## config.mk

```make
export PLATFORM = sky130hd
export DESIGN_NAME = steering_feedback_rx
export DESIGN_NICKNAME = d
export VERILOG_FILES = /design/src/rtl/steering_feedback_rx.sv
export SDC_FILE = /design/constraint.sdc
export NUM_CORES = 1
export LEC_CHECK = 0
export CORE_ASPECT_RATIO = 2
export CORE_MARGIN = 5
export CORE_UTILIZATION = 60
export CTS_BUF_LIST = sky130_fd_sc_hd__clkbuf_16
export CTS_CLUSTER_DIAMETER = 100
export DETAILED_ROUTE_END_ITERATION = 6
export PLACE_DENSITY_LB_ADDON = 0.25
export SLEW_MARGIN = 10
export SYNTH_ARGS = -nofsm -noshare
export SYNTH_HDL_FRONTEND = slang
export SYNTH_SLANG_ARGS = --single-unit
```

## constraint.sdc

```tcl
create_clock -name CLOCK_50 -period 3.15 [get_ports CLOCK_50]
set_input_delay 0.7875 -clock CLOCK_50 [delete_from_list [all_inputs] [get_ports CLOCK_50]]
set_output_delay 0.7875 -clock CLOCK_50 [all_outputs]
set_load 0.02 [all_outputs]
```

## src/rtl/steering_feedback_rx.sv

```systemverilog
// steering_feedback_rx
//   Return path of the steering link. Receives 4-byte position/status frames
//   (0xA5, HI, LO, CHK) from the steering Arduino over an 8N1 UART line, validates
//   them and presents the steering angle and status flags. Also runs a link-stale
//   watchdog and a saturating rejected-frame counter for debug.
//
//   HI[0] = position[8], HI[1] = home, HI[2] = fault, HI[7:3] must be zero.
//   LO    = position[7:0].  CHK = 0xA5 ^ HI ^ LO.
//
// Ports
//   CLOCK_50          in   system clock
//   reset_n           in   asynchronous active-low reset
//   rx_Ard            in   serial line from the Arduino, idle high, LSB first
//   currentDirection  out  last valid steering position (9 bits)
//   home_Ack          out  Arduino reports home/position reset complete
//   motor_Fault       out  Arduino reports steering motor fault
//   update_Valid      out  one-cycle pulse when the three outputs above load
//   link_Stale        out  no valid frame for TIMEOUT_CYCLES cycles
//   frame_Errors      out  rejected-frame count, saturating at 255
module steering_feedback_rx #(
  parameter int CLKS_PER_BIT   = 434,
  parameter int TIMEOUT_CYCLES = 2_500_000,
  parameter int GAP_CYCLES     = 17_360
) (
  input  logic       CLOCK_50,
  input  logic       reset_n,
  input  logic       rx_Ard,
  output logic [8:0] currentDirection,
  output logic       home_Ack,
  output logic       motor_Fault,
  output logic       update_Valid,
  output logic       link_Stale,
  output logic [7:0] frame_Errors
);

  localparam int BCW = $clog2(CLKS_PER_BIT + 1);
  localparam int GCW = $clog2(GAP_CYCLES + 1);
  localparam int TCW = $clog2(TIMEOUT_CYCLES + 1);

  localparam logic [BCW-1:0] BIT_LAST  = BCW'(CLKS_PER_BIT - 1);
  localparam logic [BCW-1:0] HALF_LAST = BCW'(CLKS_PER_BIT / 2 - 1);
  localparam logic [GCW-1:0] GAP_LAST  = GCW'(GAP_CYCLES - 1);
  localparam logic [TCW-1:0] TMO_LAST  = TCW'(TIMEOUT_CYCLES - 1);
  localparam logic [TCW-1:0] TMO_MAX   = TCW'(TIMEOUT_CYCLES);
  localparam logic [7:0]     SYNC_BYTE = 8'hA5;

  typedef enum logic [2:0] {
    RX_IDLE, RX_START, RX_DATA, RX_STOP, RX_WAIT_HIGH
  } rx_state_e;

  typedef enum logic [1:0] {
    P_SYNC, P_HI, P_LO, P_CHK
  } p_state_e;

  // ---------------------------------------------------------------------------
  // Input synchroniser. Reset to the idle (high) level.
  // ---------------------------------------------------------------------------
  logic sync1_q, sync2_q;
  logic rx_s;

  always_ff @(posedge CLOCK_50 or negedge reset_n) begin
    if (!reset_n) begin
      sync1_q <= 1'b1;
      sync2_q <= 1'b1;
    end else begin
      sync1_q <= rx_Ard;
      sync2_q <= sync1_q;
    end
  end

  assign rx_s = sync2_q;

  // Counts the first cycles out of reset. The synchroniser comes out of reset
  // holding 1 regardless of the real line, so WAIT_HIGH only trusts rx_s once
  // both flops have been refilled from the pin; otherwise a line held low
  // through reset would look like a fresh start bit.
  logic [1:0] boot_q;

  always_ff @(posedge CLOCK_50 or negedge reset_n) begin
    if (!reset_n)             boot_q <= 2'd0;
    else if (boot_q != 2'd3)  boot_q <= boot_q + 2'd1;
  end

  // ---------------------------------------------------------------------------
  // UART receive FSM
  // ---------------------------------------------------------------------------
  rx_state_e      rx_state_q, rx_state_d;
  logic [BCW-1:0] clk_cnt_q, clk_cnt_d;
  logic [2:0]     bit_idx_q, bit_idx_d;
  logic [7:0]     shreg_q, shreg_d;
  logic           byte_vld;   // stop bit sampled high: shreg_q holds a byte
  logic           frame_err;  // stop bit sampled low

  always_ff @(posedge CLOCK_50 or negedge reset_n) begin
    if (!reset_n) begin
      rx_state_q <= RX_IDLE;
      clk_cnt_q  <= '0;
      bit_idx_q  <= '0;
      shreg_q    <= '0;
    end else begin
      rx_state_q <= rx_state_d;
      clk_cnt_q  <= clk_cnt_d;
      bit_idx_q  <= bit_idx_d;
      shreg_q    <= shreg_d;
    end
  end

  always_comb begin
    rx_state_d = rx_state_q;
    clk_cnt_d  = clk_cnt_q + 1'b1;
    bit_idx_d  = bit_idx_q;
    shreg_d    = shreg_q;
    byte_vld   = 1'b0;
    frame_err  = 1'b0;
    unique case (rx_state_q)
      RX_IDLE: begin
        clk_cnt_d = '0;
        // First cycle out of reset: never start on whatever the line shows.
        if (boot_q == 2'd0) rx_state_d = RX_WAIT_HIGH;
        else if (!rx_s)     rx_state_d = RX_START;
      end
      RX_START: begin
        if (clk_cnt_q == HALF_LAST) begin
          clk_cnt_d = '0;
          bit_idx_d = '0;
          // High at mid-start is a glitch; silently back to idle.
          rx_state_d = rx_s ? RX_IDLE : RX_DATA;
        end
      end
      RX_DATA: begin
        if (clk_cnt_q == BIT_LAST) begin
          clk_cnt_d = '0;
          shreg_d   = {rx_s, shreg_q[7:1]};
          bit_idx_d = bit_idx_q + 3'd1;
          if (bit_idx_q == 3'd7) rx_state_d = RX_STOP;
        end
      end
      RX_STOP: begin
        if (clk_cnt_q == BIT_LAST) begin
          clk_cnt_d = '0;
          if (rx_s) begin
            byte_vld   = 1'b1;
            rx_state_d = RX_IDLE;
          end else begin
            frame_err  = 1'b1;
            rx_state_d = RX_WAIT_HIGH;
          end
        end
      end
      RX_WAIT_HIGH: begin
        clk_cnt_d = '0;
        if (rx_s && boot_q == 2'd3) rx_state_d = RX_IDLE;
      end
      default: rx_state_d = RX_IDLE;
    endcase
  end

  // ---------------------------------------------------------------------------
  // Frame parser
  // ---------------------------------------------------------------------------
  p_state_e       p_state_q, p_state_d;
  logic [7:0]     hi_q, hi_d;
  logic [7:0]     lo_q, lo_d;
  logic [GCW-1:0] gap_q, gap_d;
  logic           rx_busy;
  logic           load;       // CHK matched: latch outputs this edge
  logic           perr;       // parser-level rejection
  logic           err_inc;

  assign rx_busy = (rx_state_q == RX_START) || (rx_state_q == RX_DATA) ||
                   (rx_state_q == RX_STOP);

  always_ff @(posedge CLOCK_50 or negedge reset_n) begin
    if (!reset_n) begin
      p_state_q <= P_SYNC;
      hi_q      <= '0;
      lo_q      <= '0;
      gap_q     <= '0;
    end else begin
      p_state_q <= p_state_d;
      hi_q      <= hi_d;
      lo_q      <= lo_d;
      gap_q     <= gap_d;
    end
  end

  always_comb begin
    p_state_d = p_state_q;
    hi_d      = hi_q;
    lo_d      = lo_q;
    load      = 1'b0;
    perr      = 1'b0;
    // Gap timer only runs mid-frame while the line is genuinely idle.
    if (p_state_q == P_SYNC || byte_vld || rx_busy) gap_d = '0;
    else                                             gap_d = gap_q + 1'b1;

    if (frame_err) begin
      p_state_d = P_SYNC;
    end else if (byte_vld) begin
      unique case (p_state_q)
        P_SYNC: if (shreg_q == SYNC_BYTE) p_state_d = P_HI;
        P_HI: begin
          hi_d = shreg_q;
          if (shreg_q[7:3] != 5'd0) begin
            perr      = 1'b1;
            p_state_d = P_SYNC;
          end else begin
            p_state_d = P_LO;
          end
        end
        P_LO: begin
          lo_d      = shreg_q;
          p_state_d = P_CHK;
        end
        P_CHK: begin
          p_state_d = P_SYNC;
          if (shreg_q == (SYNC_BYTE ^ hi_q ^ lo_q)) load = 1'b1;
          else                                      perr = 1'b1;
        end
        default: p_state_d = P_SYNC;
      endcase
    end else if (p_state_q != P_SYNC && gap_q == GAP_LAST) begin
      perr      = 1'b1;
      p_state_d = P_SYNC;
    end
  end

  assign err_inc = frame_err | perr;

  // ---------------------------------------------------------------------------
  // Output registers, stale watchdog, error counter
  // ---------------------------------------------------------------------------
  logic [8:0]     dir_q;
  logic           home_q, fault_q, upd_q, stale_q;
  logic [TCW-1:0] stale_cnt_q;
  logic [7:0]     err_q;

  always_ff @(posedge CLOCK_50 or negedge reset_n) begin
    if (!reset_n) begin
      dir_q       <= '0;
      home_q      <= 1'b0;
      fault_q     <= 1'b0;
      upd_q       <= 1'b0;
      stale_q     <= 1'b1;
      stale_cnt_q <= '0;
      err_q       <= '0;
    end else begin
      upd_q <= load;
      if (load) begin
        dir_q   <= {hi_q[0], lo_q};
        home_q  <= hi_q[1];
        fault_q <= hi_q[2];
      end
      // A load wins over the threshold landing in the same cycle.
      if (load) begin
        stale_cnt_q <= '0;
        stale_q     <= 1'b0;
      end else begin
        if (stale_cnt_q != TMO_MAX)  stale_cnt_q <= stale_cnt_q + 1'b1;
        if (stale_cnt_q == TMO_LAST) stale_q     <= 1'b1;
      end
      if (err_inc && err_q != 8'hFF) err_q <= err_q + 8'd1;
    end
  end

  assign currentDirection = dir_q;
  assign home_Ack         = home_q;
  assign motor_Fault      = fault_q;
  assign update_Valid     = upd_q;
  assign link_Stale       = stale_q;
  assign frame_Errors     = err_q;

endmodule
```

After elaboration in Yosys (flattened, before gate mapping). Index checks and enable logic that the tools add are counted.

Bits in registers: 103. Bits in latches: 0. Bits in writable memories: 0. Memory bits (read-only): 0. Output and inout port bits: 21. Memories: 0.

Add/sub/neg operators: 6. Multiply operators: 0. Div/mod/pow operators: 0. Magnitude comparators: 0. Equality and inequality tests: 25. Shift operators: 0. Muxes and demuxes: 43. Bitwise logic cells: 4. Reductions and logical operators: 24.

Operators by type and width (count): 22-bit 2-to-1 mux (2); 3-bit 2-to-1 mux (10); 9-bit one-hot mux with 3 select lines (1); 22-bit by 1-bit adder with 22-bit output (second input constant) (1); 22-bit equality test (second input constant) (1); 22-bit != test (second input constant) (1); 9-bit 2-to-1 mux (2); 1-bit 2-to-1 mux (17); 15-bit by 1-bit adder with 15-bit output (second input constant) (1); 15-bit equality test (second input constant) (1); 15-bit 2-to-1 mux (1); 3-bit one-hot mux with 5 select lines (1); 2-bit 2-to-1 mux (6); 2-bit != test (second input constant) (6); 9-bit by 1-bit adder with 9-bit output (second input constant) (1); 9-bit by 8-bit equality test with 1-bit output (second input constant) (1); 9-bit equality test (second input constant) (1); 3-bit AND reduction (3); 8-bit by 1-bit adder with 8-bit output (second input constant) (1); 8-bit equality test (1); 8-bit equality test (second input constant) (1); 8-bit != test (second input constant) (1); 2-bit one-hot mux with 4 select lines (1); 2-bit nonzero test (4); 24 further kinds (36).

Depth between registers and ports, before layout. Gate-level depths: netlist of the first run.

Depth after elaboration: 9. Gate-level depth with buffers: 9. Depth with buffers taken out: 8.

Least setup slack after synthesis of the first run. OpenSTA, ideal clock, no wires.

Kind: register to register. Start: register shreg_q[7]. End: register dir_q[6], in the netlist currentDirection[6]. Setup time: 125 ps. Arrival: 2113 ps. Data required time: 3025 ps. Setup slack: 912 ps. Stages on the path, launching flop included: 7. Path buffers: 1. Period minus slack after synthesis: 2238 ps. Path through: dfrtp_1 xnor3_1 nor4_4 nand4_2 nor3_4 buf_6 mux2_2.

Cells in the longest elaborated chain, start to end: 5.

Ends and longest elaborated chain: from (decl) (RTL line 90) `logic [7:0] shreg_q, shreg_d;`; from (signal assigned) (RTL line 104) `shreg_q <= shreg_d;`; 8-bit equality test (RTL line 217) `if (shreg_q == (SYNC_BYTE ^ hi_q ^ lo_q)) load = 1'b1;`; 1-bit 2-to-1 mux (RTL line 217); 1-bit 2-to-1 mux (RTL line 200) `unique case (p_state_q)`; 1-bit 2-to-1 mux (RTL line 199) `end else if (byte_vld) begin`; 1-bit 2-to-1 mux (RTL line 197) `if (frame_err) begin`; to (signal assigned) (RTL line 250) `dir_q <= {hi_q[0], lo_q};`; to (decl) (RTL line 233) `logic [8:0] dir_q;`.

No other way between the ends. A chain may end at the register's enable or synchronous reset.

Worst setup path after layout of the first run.
Start: register clk_cnt_q[1]. End: register stale_cnt_q[6].

Cells in the longest elaborated chain, start to end: 6.

Ends and longest elaborated chain: from (decl) (RTL line 88) `logic [BCW-1:0] clk_cnt_q, clk_cnt_d;`; from (signal assigned) (RTL line 102) `clk_cnt_q <= clk_cnt_d;`; 9-bit equality test * (RTL line 139) `if (clk_cnt_q == BIT_LAST) begin`; 1-bit 2-to-1 mux (RTL line 139); 1-bit 2-to-1 mux (RTL line 115) `unique case (rx_state_q)`; 1-bit 2-to-1 mux (RTL line 199); 1-bit 2-to-1 mux * (RTL line 197); 22-bit 2-to-1 mux / 2-bit nonzero test (equally long branches); to (signal assigned) (RTL line 259) `if (stale_cnt_q != TMO_MAX) stale_cnt_q <= stale_cnt_q + 1'b1;`; to (decl) (RTL line 235) `logic [TCW-1:0] stale_cnt_q;`.

Every way passes the cells marked *; elsewhere a longest branch is shown, timed or not.

==> key figures, run 1 <==
Synth
  • Most common library cells after synthesis: dfrtp_1 (100), nor2_1 (62), mux2_2 (39)
  • Multiplexer share of the synthesized area: under 10%
  • Synth Register Bits: approximately 100
  • Most common cell in the netlist: dfrtp_1
  • Simple-gate share of the synthesized area: 17.7%
  • Cell Area, Synth: 4930 um2
  • Avg Cell Area, Syn: 11.4 um2
  • Share of the synthesized area in the top cell type: 50.8%
  • Number of flops mapped to enable cells by yosys: 0
  • Yosys top cell by area: dfrtp_1
  • Distinct cells, synth: 49
  • Post-Synth Adder-Cell Area: roughly 2.8%
  • Number of synthesis warnings: 0
  • Top_reg_cell synth: dfrtp_1
  • Register area share after synthesis: a little over half
  • Synth area leaders: dfrtp_1 (51%), mux2_2 (8.9%), xnor2_1 (5.3%), nor2_1 (4.7%), xor2_1 (3.7%)
  • Synthesized Nets: roughly 450
  • Asr flop ratio synth: 100%
  • Synth Area in Compound Gates: 3.83%
  • Xor/xnor share of the synthesized area: 11.9%
  • Cells after synthesis: about 430
  • Main combinational cell family by area after synthesis: simple AND/OR/NAND/NOR gates

Floorplanning
  • Die Ht: 138 um
  • Ports: 24
  • Initial core utilization: 61.6%
  • Area of the die: 10200 um2
  • Rows: 46
  • Die width: roughly 74 um
  • Core area: 8000 um2

Outcome
  • Status: finished, final reports clean

Drt
  • Routed Antenna Nets: 0
  • Vias per inst: approximately 5.8
  • Initial DRC count: 211
  • Wirelength per Cell: 17.0 um
  • DR vias: ~3200
  • DR pass1 iterations: 4
  • DRC: 0
  • Routed WL: approximately 9.5 mm

Worst setup path
  • Reg-to-reg setup timing slack: 0.56 ns
  • RR Startpoint: clk_cnt_q[1]$_DFF_PN0_
  • Setup CP Type: flip-flop to flip-flop
  • Reg2Reg Depth: 8
  • Critical Path Source: clk_cnt_q[1]$_DFF_PN0_
  • Startpoint Class: flip-flop
  • Crit end category: flip-flop
  • RR Endpoint: stale_cnt_q[6]$_DFFE_PN0P_
  • Req. time, crit path: 3.37 ns
  • Crit path arrival time: 2.81 ns
  • CP Max Fanout: 23
  • Worst setup endpoint: stale_cnt_q[6]$_DFFE_PN0P_

Global route
  • GRT overflow: 0
  • Pin count of the biggest net entering global routing: 104
  • Initial antenna violation count: 0
  • GRT Util Overall: 20.6%
  • First-pass GRT wire length: between 15 and 20 mm
  • Vias in the first global route: 3466

Clock tree
  • Clock-pin slew on the worst setup and hold paths: ~0.060 ns
  • PostCTS Resize Cnt: 0
  • Post-CTS Setup Repair Bufs: 0
  • CTS tree: done
  • Worst skew pair latency: 0.34 ns
  • CTS Root Cell: clkbuf_16
  • Longest Clk Path Bufs: 2
  • Clock sink count: 103
  • Num CTS Buffers: 9
  • CTS H-tree lvls: 3
  • Cts hold-fix bufs: 0

Min path
  • Hold Crit Class: flip-flop to flip-flop

Cells and area
  • Area delta synth->final: 13.8%
  • Share of cells above drive strength 1: between 10% and 20%
  • Diodes inserted: 0
  • Fin nets: 474

STA
  • Sum Neg Setup Slack: 0 ns
  • Clock period minus worst slack: around 2.6 ns
  • Worst Tran Pin Value: between 0.7 and 0.8 ns
  • Slew headroom: 50.9%
  • Final setup margin: 0.557 ns
  • Final slew viol count: 0
  • Final period util: 82.3%
  • Hold Vio Cnt, Final: 0
  • RSZ-0062 raised after global routing: no
  • Final setup violation count: 0
  • Skew final: 0.00524 ns
  • Fmax: 0.386 GHz

Place
  • HPWL after detailed placement: roughly 6.7 mm
  • Dpl ws: 0.573 ns
  • Routability cong.: 0.860
  • # port buffers: 23

Pwr
  • PD cells: approximately 490 nW/um2
  • Power Total: roughly 2.8 mW
  • Leakage: between 2 and 3 nW
  • Peak VDD IR: 0.507 mV

Job
  • Max cap viols: 0
[layout make-up]
cell class | instances | area, um2
multi-input combinational | 302 | 2230
clock buffer | 9 | 225
fill | 582 | 2390
timing repair buffer | 28 | 278
inverter | 16 | 60.1
sequential | 103 | 2580
tap | 96 | 120
clock inverter | 6 | 109
[through the flow]
step	cell area (um2)	utilization (%)	hold WS [ns]	instances
floorplan	4930	-	0.345	431
global placement	5270	65.9	0.348	545
detailed placement	5270	65.9	0.348	545
CTS	5610	70.1	0.357	560
global route	5610	70.1	0.358	560
finish	5610	70.1	0.356	560
[power by group]
group	internal (mW)	switching, mW
combinational	0.0559	0.0867
clock	0.772	0.470
sequential	1.35	0.0440
total	2.17	0.601
[placed cells by master (no fill, tap or decap), types with 4 or more instances in the layout]
cell | netlist | layout
inv_1 | 16 | 16
mux2_2 | 39 | 39
nor3_1 | 6 | 6
o21ai_0 | 5 | 5
buf_4 | 2 | 5
dfrtp_1 | 100 | 100
xor2_1 | 21 | 21
a21oi_1 | 7 | 7
nor2_1 | 62 | 62
or3_1 | 4 | 4
clkbuf_16 | 0 | 9
nand2_1 | 18 | 18
and3_1 | 16 | 16
nand4_1 | 9 | 9
clkdlybuf4s50_1 | 0 | 22
xnor2_1 | 30 | 30
nand3_1 | 26 | 26
ha_1 | 11 | 11
[routing by layer]
| layer | up-vias | share of wire, % | GRT usage (%) |
|---|---|---|---|
| li1 | 1551 | - | - |
| met1 | 1634 | 37 | 22.8 |
| met2 | 24 | 59 | 38.2 |
| met3 | 14 | 1.9 | 2.83 |
| met4 | 0 | 1.7 | 7.45 |
| met5 | - | 0 | 0 |
[sequential cells by signal, indices dropped and copies added, names as in the netlist, 2 cells and up]
register / flops
stale_cnt_q: 22
bit_idx_q: 3
gap_q: 15
lo_q: 8
rx_state_q: 3
p_state_q: 2
hi_q: 8
boot_q: 2
clk_cnt_q: 9
frame_Errors: 8
shreg_q: 8
currentDirection: 9
[kinds of logic (layout without fill, tap and decap cells)]
| group | after synthesis | count (layout) |
|---|---|---|
| flip-flops | 103 | 103 |
| buffers and inverters | 26 | 59 |
| adder cells (fa/ha/maj) | 11 | 11 |
| XOR/XNOR | 57 | 57 |
| multiplexers | 40 | 40 |
| AND/OR/NAND/NOR | 166 | 166 |
| AO/OA/AOI/OAI | 28 | 28 |
[worst max-delay path: stages (launching register included)]
cell	delay [ns]
dfrtp_1	0.42
inv_1	0.10
ha_1	0.17
nor4bb_1	0.20
and4_1	0.31
nand3_1	0.25
nor3_4	0.54
buf_4	0.37
nor2_1	0.10
[how the worst min path moves through the flow]
| stage | startpoint | end | slack (ns) | cells past startpoint |
|---|---|---|---|---|
| CTS | sync1_q$_DFF_PN1_ | rx_s$_DFF_PN1_ | 0.36 | 0 |
| global placement | sync1_q$_DFF_PN1_ | rx_s$_DFF_PN1_ | 0.35 | 0 |
| detailed placement | sync1_q$_DFF_PN1_ | rx_s$_DFF_PN1_ | 0.35 | 0 |
| global route | sync1_q$_DFF_PN1_ | rx_s$_DFF_PN1_ | 0.36 | 0 |
| floorplan | sync1_q$_DFF_PN1_ | rx_s$_DFF_PN1_ | 0.35 | 0 |
| finish | sync1_q$_DFF_PN1_ | rx_s$_DFF_PN1_ | 0.36 | 0 |
Power figures use the tool's default switching activity.
==> run 2, diff against run 1 <==
==> constraint.sdc (replaced) <==
create_clock -name CLOCK_50 -period 2.4 [get_ports CLOCK_50]
set_input_delay 0.6 -clock CLOCK_50 [delete_from_list [all_inputs] [get_ports CLOCK_50]]
set_output_delay 0.6 -clock CLOCK_50 [all_outputs]
set_load 0.02 [all_outputs]
==> run 2 against run 1 <==
Effect of this change:
- cell count rose by 2.1%
- critical endpoint is now currentDirection[4]$_DFFE_PN0P_
- flip-flop and latch count is the same
- critical path depth stayed put
==> key figures, run 2 (synthesis gave the netlist of run 1 again) <==
Drt
  • DRC: 0 (unchanged)
  • Routed Antenna Nets: 0 (unchanged)
  • Vias per inst: 5.75 (-0.12%)
  • DR vias: 3288 (+2.0%)
  • Routed WL: 9.74 mm (+2.6%)
  • Wirelength per Cell: 17.0 um (+0.42%)
  • Initial DRC count: 167 (-21%)
  • DR pass1 iterations: 6 (+2)

Floorplanning
  • Ports: 24 (unchanged)
  • Rows: 46 (unchanged)
  • Initial core utilization: 61.6% (unchanged)
  • Core area: 8000 um2 (unchanged)
  • Die width: 74.1 um (unchanged)
  • Area of the die: 10200 um2 (unchanged)
  • Die Ht: 138 um (unchanged)

Cells and area
  • Biggest register: stale_cnt_q
  • Most frequent cells in the layout: dfrtp_1 (100), nor2_1 (62), mux2_2 (39)
  • Fill cell count: 599 (+2.9%)
  • Commonest non-fill, non-tap cell in the layout: dfrtp_1
  • Share of cells above drive strength 1: 17.0% (+1.9 points)
  • Area delta synth->final: 14.7%
  • Biggest regs: stale_cnt_q: 22 flops, gap_q: 15 flops
  • Max reg flops: 22 (unchanged)
  • Fin nets: 486 (+2.5%)
  • Diodes inserted: 0 (unchanged)

Global route
  • Vias in the first global route: 3523 (+1.6%)
  • Initial antenna violation count: 0 (unchanged)
  • Pin count of the biggest net entering global routing: 43 (-59%)
  • GRT overflow: 0 (unchanged)
  • GRT Util Overall: 21.0% (+0.42 points)
  • First-pass GRT wire length: 16.6 mm (-0.54%)

STA
  • Clock period minus worst slack: 2.23 ns (-0.363 ns)
  • Hold_ws: 0.259 ns (-0.0971 ns)
  • Hold Vio Cnt, Final: 0 (unchanged)
  • Sum Neg Setup Slack: 0 ns (unchanged)
  • Final period util: 92.9% (+11 points)
  • Fmax: 0.448 GHz (+16%)
  • Final slew viol count: 0 (unchanged)
  • Worst Tran Pin Value: 0.562 ns (-0.173 ns)
  • Final setup violation count: 0 (unchanged)
  • Skew final: 0.00640 ns (+0.00116 ns)
  • RSZ-0062 raised after global routing: no
  • Slew headroom: 62.2% (+11 points)

Clock tree
  • Cts hold-fix bufs: 0 (unchanged)
  • CTS tree: done
  • Longest Clk Path Bufs: 2 (unchanged)
  • CTS Root Cell: clkbuf_16
  • Worst skew pair latency: 0.34 ns (about the same)
  • CTS H-tree lvls: 3 (unchanged)
  • Clock-pin slew on the worst setup and hold paths: 0.07 ns (about the same)
  • Clock sink count: 103 (unchanged)
  • Num CTS Buffers: 9 (unchanged)

Worst setup path
  • Reg2Reg Depth: 8 (unchanged)
  • Reg-to-reg setup timing slack: 0.17 ns (-0.39 ns)
  • RR Endpoint: currentDirection[4]$_DFFE_PN0P_
  • RR Startpoint: clk_cnt_q[1]$_DFF_PN0_
  • Crit end category: flip-flop
  • Startpoint Class: flip-flop
  • CP Max Fanout: 17 (-26%)
  • Req. time, crit path: 2.62 ns (-0.75 ns)
  • Setup CP Type: flip-flop to flip-flop
  • Crit path arrival time: 2.45 ns (-0.36 ns)

Pwr
  • PD cells: 589 nW/um2 (+19%)
  • Leakage: 2.65 nW (+1.3%)
  • Peak VDD IR: 0.524 mV (+3.5%)

Place
  • Routability cong.: 0.839 (-2.5%)
  • HPWL after detailed placement: 7.12 mm (+6.0%)
  • # port buffers: 23 (unchanged)

Job
  • Max cap viols: 0 (unchanged)

Min path
  • Hold Crit Class: input port to asynchronous set/reset pin

Outcome
  • Status: finished, final reports clean
## run 2: stage by stage
step | setup WS, ns | util [%] | area [um2] | power [mW] | std cells
2_1_floorplan | 0.162 | - | 4930 | 1.96 | 431
3_5_place_dp | 0.103 | 67.0 | 5360 | 2.08 | 555
3_3_place_gp | 0.192 | 67.0 | 5360 | 2.08 | 555
6_report | 0.170 | 70.7 | 5650 | 3.33 | 572
4_1_cts | 0.0593 | 70.2 | 5620 | 3.36 | 570
5_1_grt | 0.0108 | 70.7 | 5650 | 3.46 | 572
## run 2: worst max path at each step
stage                            from                         endpoint  cells past startpoint
6_report       clk_cnt_q[1]$_DFF_PN0_  currentDirection[4]$_DFFE_PN0P_                      8
5_1_grt        clk_cnt_q[1]$_DFF_PN0_  currentDirection[4]$_DFFE_PN0P_                      8
2_1_floorplan  shreg_q[7]$_DFFE_PN0P_  currentDirection[6]$_DFFE_PN0P_                      6
3_3_place_gp      lo_q[4]$_DFFE_PN0P_  currentDirection[8]$_DFFE_PN0P_                      6
4_1_cts           lo_q[4]$_DFFE_PN0P_  currentDirection[4]$_DFFE_PN0P_                      6
3_5_place_dp      lo_q[4]$_DFFE_PN0P_  currentDirection[8]$_DFFE_PN0P_                      6
## run 2: area by class of cell
| class | count | area [um2] | area share [%] |
|---|---|---|---|
| Clock inverter | 6 | 30.0 | 0.531 |
| Clock buffer | 9 | 225 | 3.98 |
| Tap cell | 96 | 120 | 2.12 |
| Multi-Input combinational cell | 302 | 2240 | 39.6 |
| Inverter | 16 | 60.1 | 1.06 |
| Sequential cell | 103 | 2580 | 45.7 |
| Timing Repair Buffer | 40 | 398 | 7.04 |
## run 2: critical path, cell delays in order (launching register included)
cell	delay, ns
dfrtp_1	0.42
inv_1	0.10
ha_1	0.15
nor4bb_1	0.18
and4_1	0.26
nand3_2	0.15
nor3_4	0.28
buf_12	0.19
mux2_2	0.36
## run 2: power breakdown
part | internal, mW | switching, mW | total [mW]
combinational | 0.105 | 0.148 | 0.253
clock | 0.684 | 0.595 | 1.28
sequential | 1.77 | 0.0295 | 1.80
total | 2.56 | 0.773 | 3.33
## run 2: per-layer routing
layer  vias to the layer above  GRT usage, %  share of wire [%]
li1                       1565             -                  -
met1                      1668          22.6                 36
met2                        39          38.8                 59
met3                        16          3.99                2.2
met4                         0          7.74                2.3
met5                         -             0                  0
## run 2: repair_timing
item                                    CTS  global route
buffers inserted                          0             1
endpoints found under the setup margin    0             2
gates resized for setup                   0             1
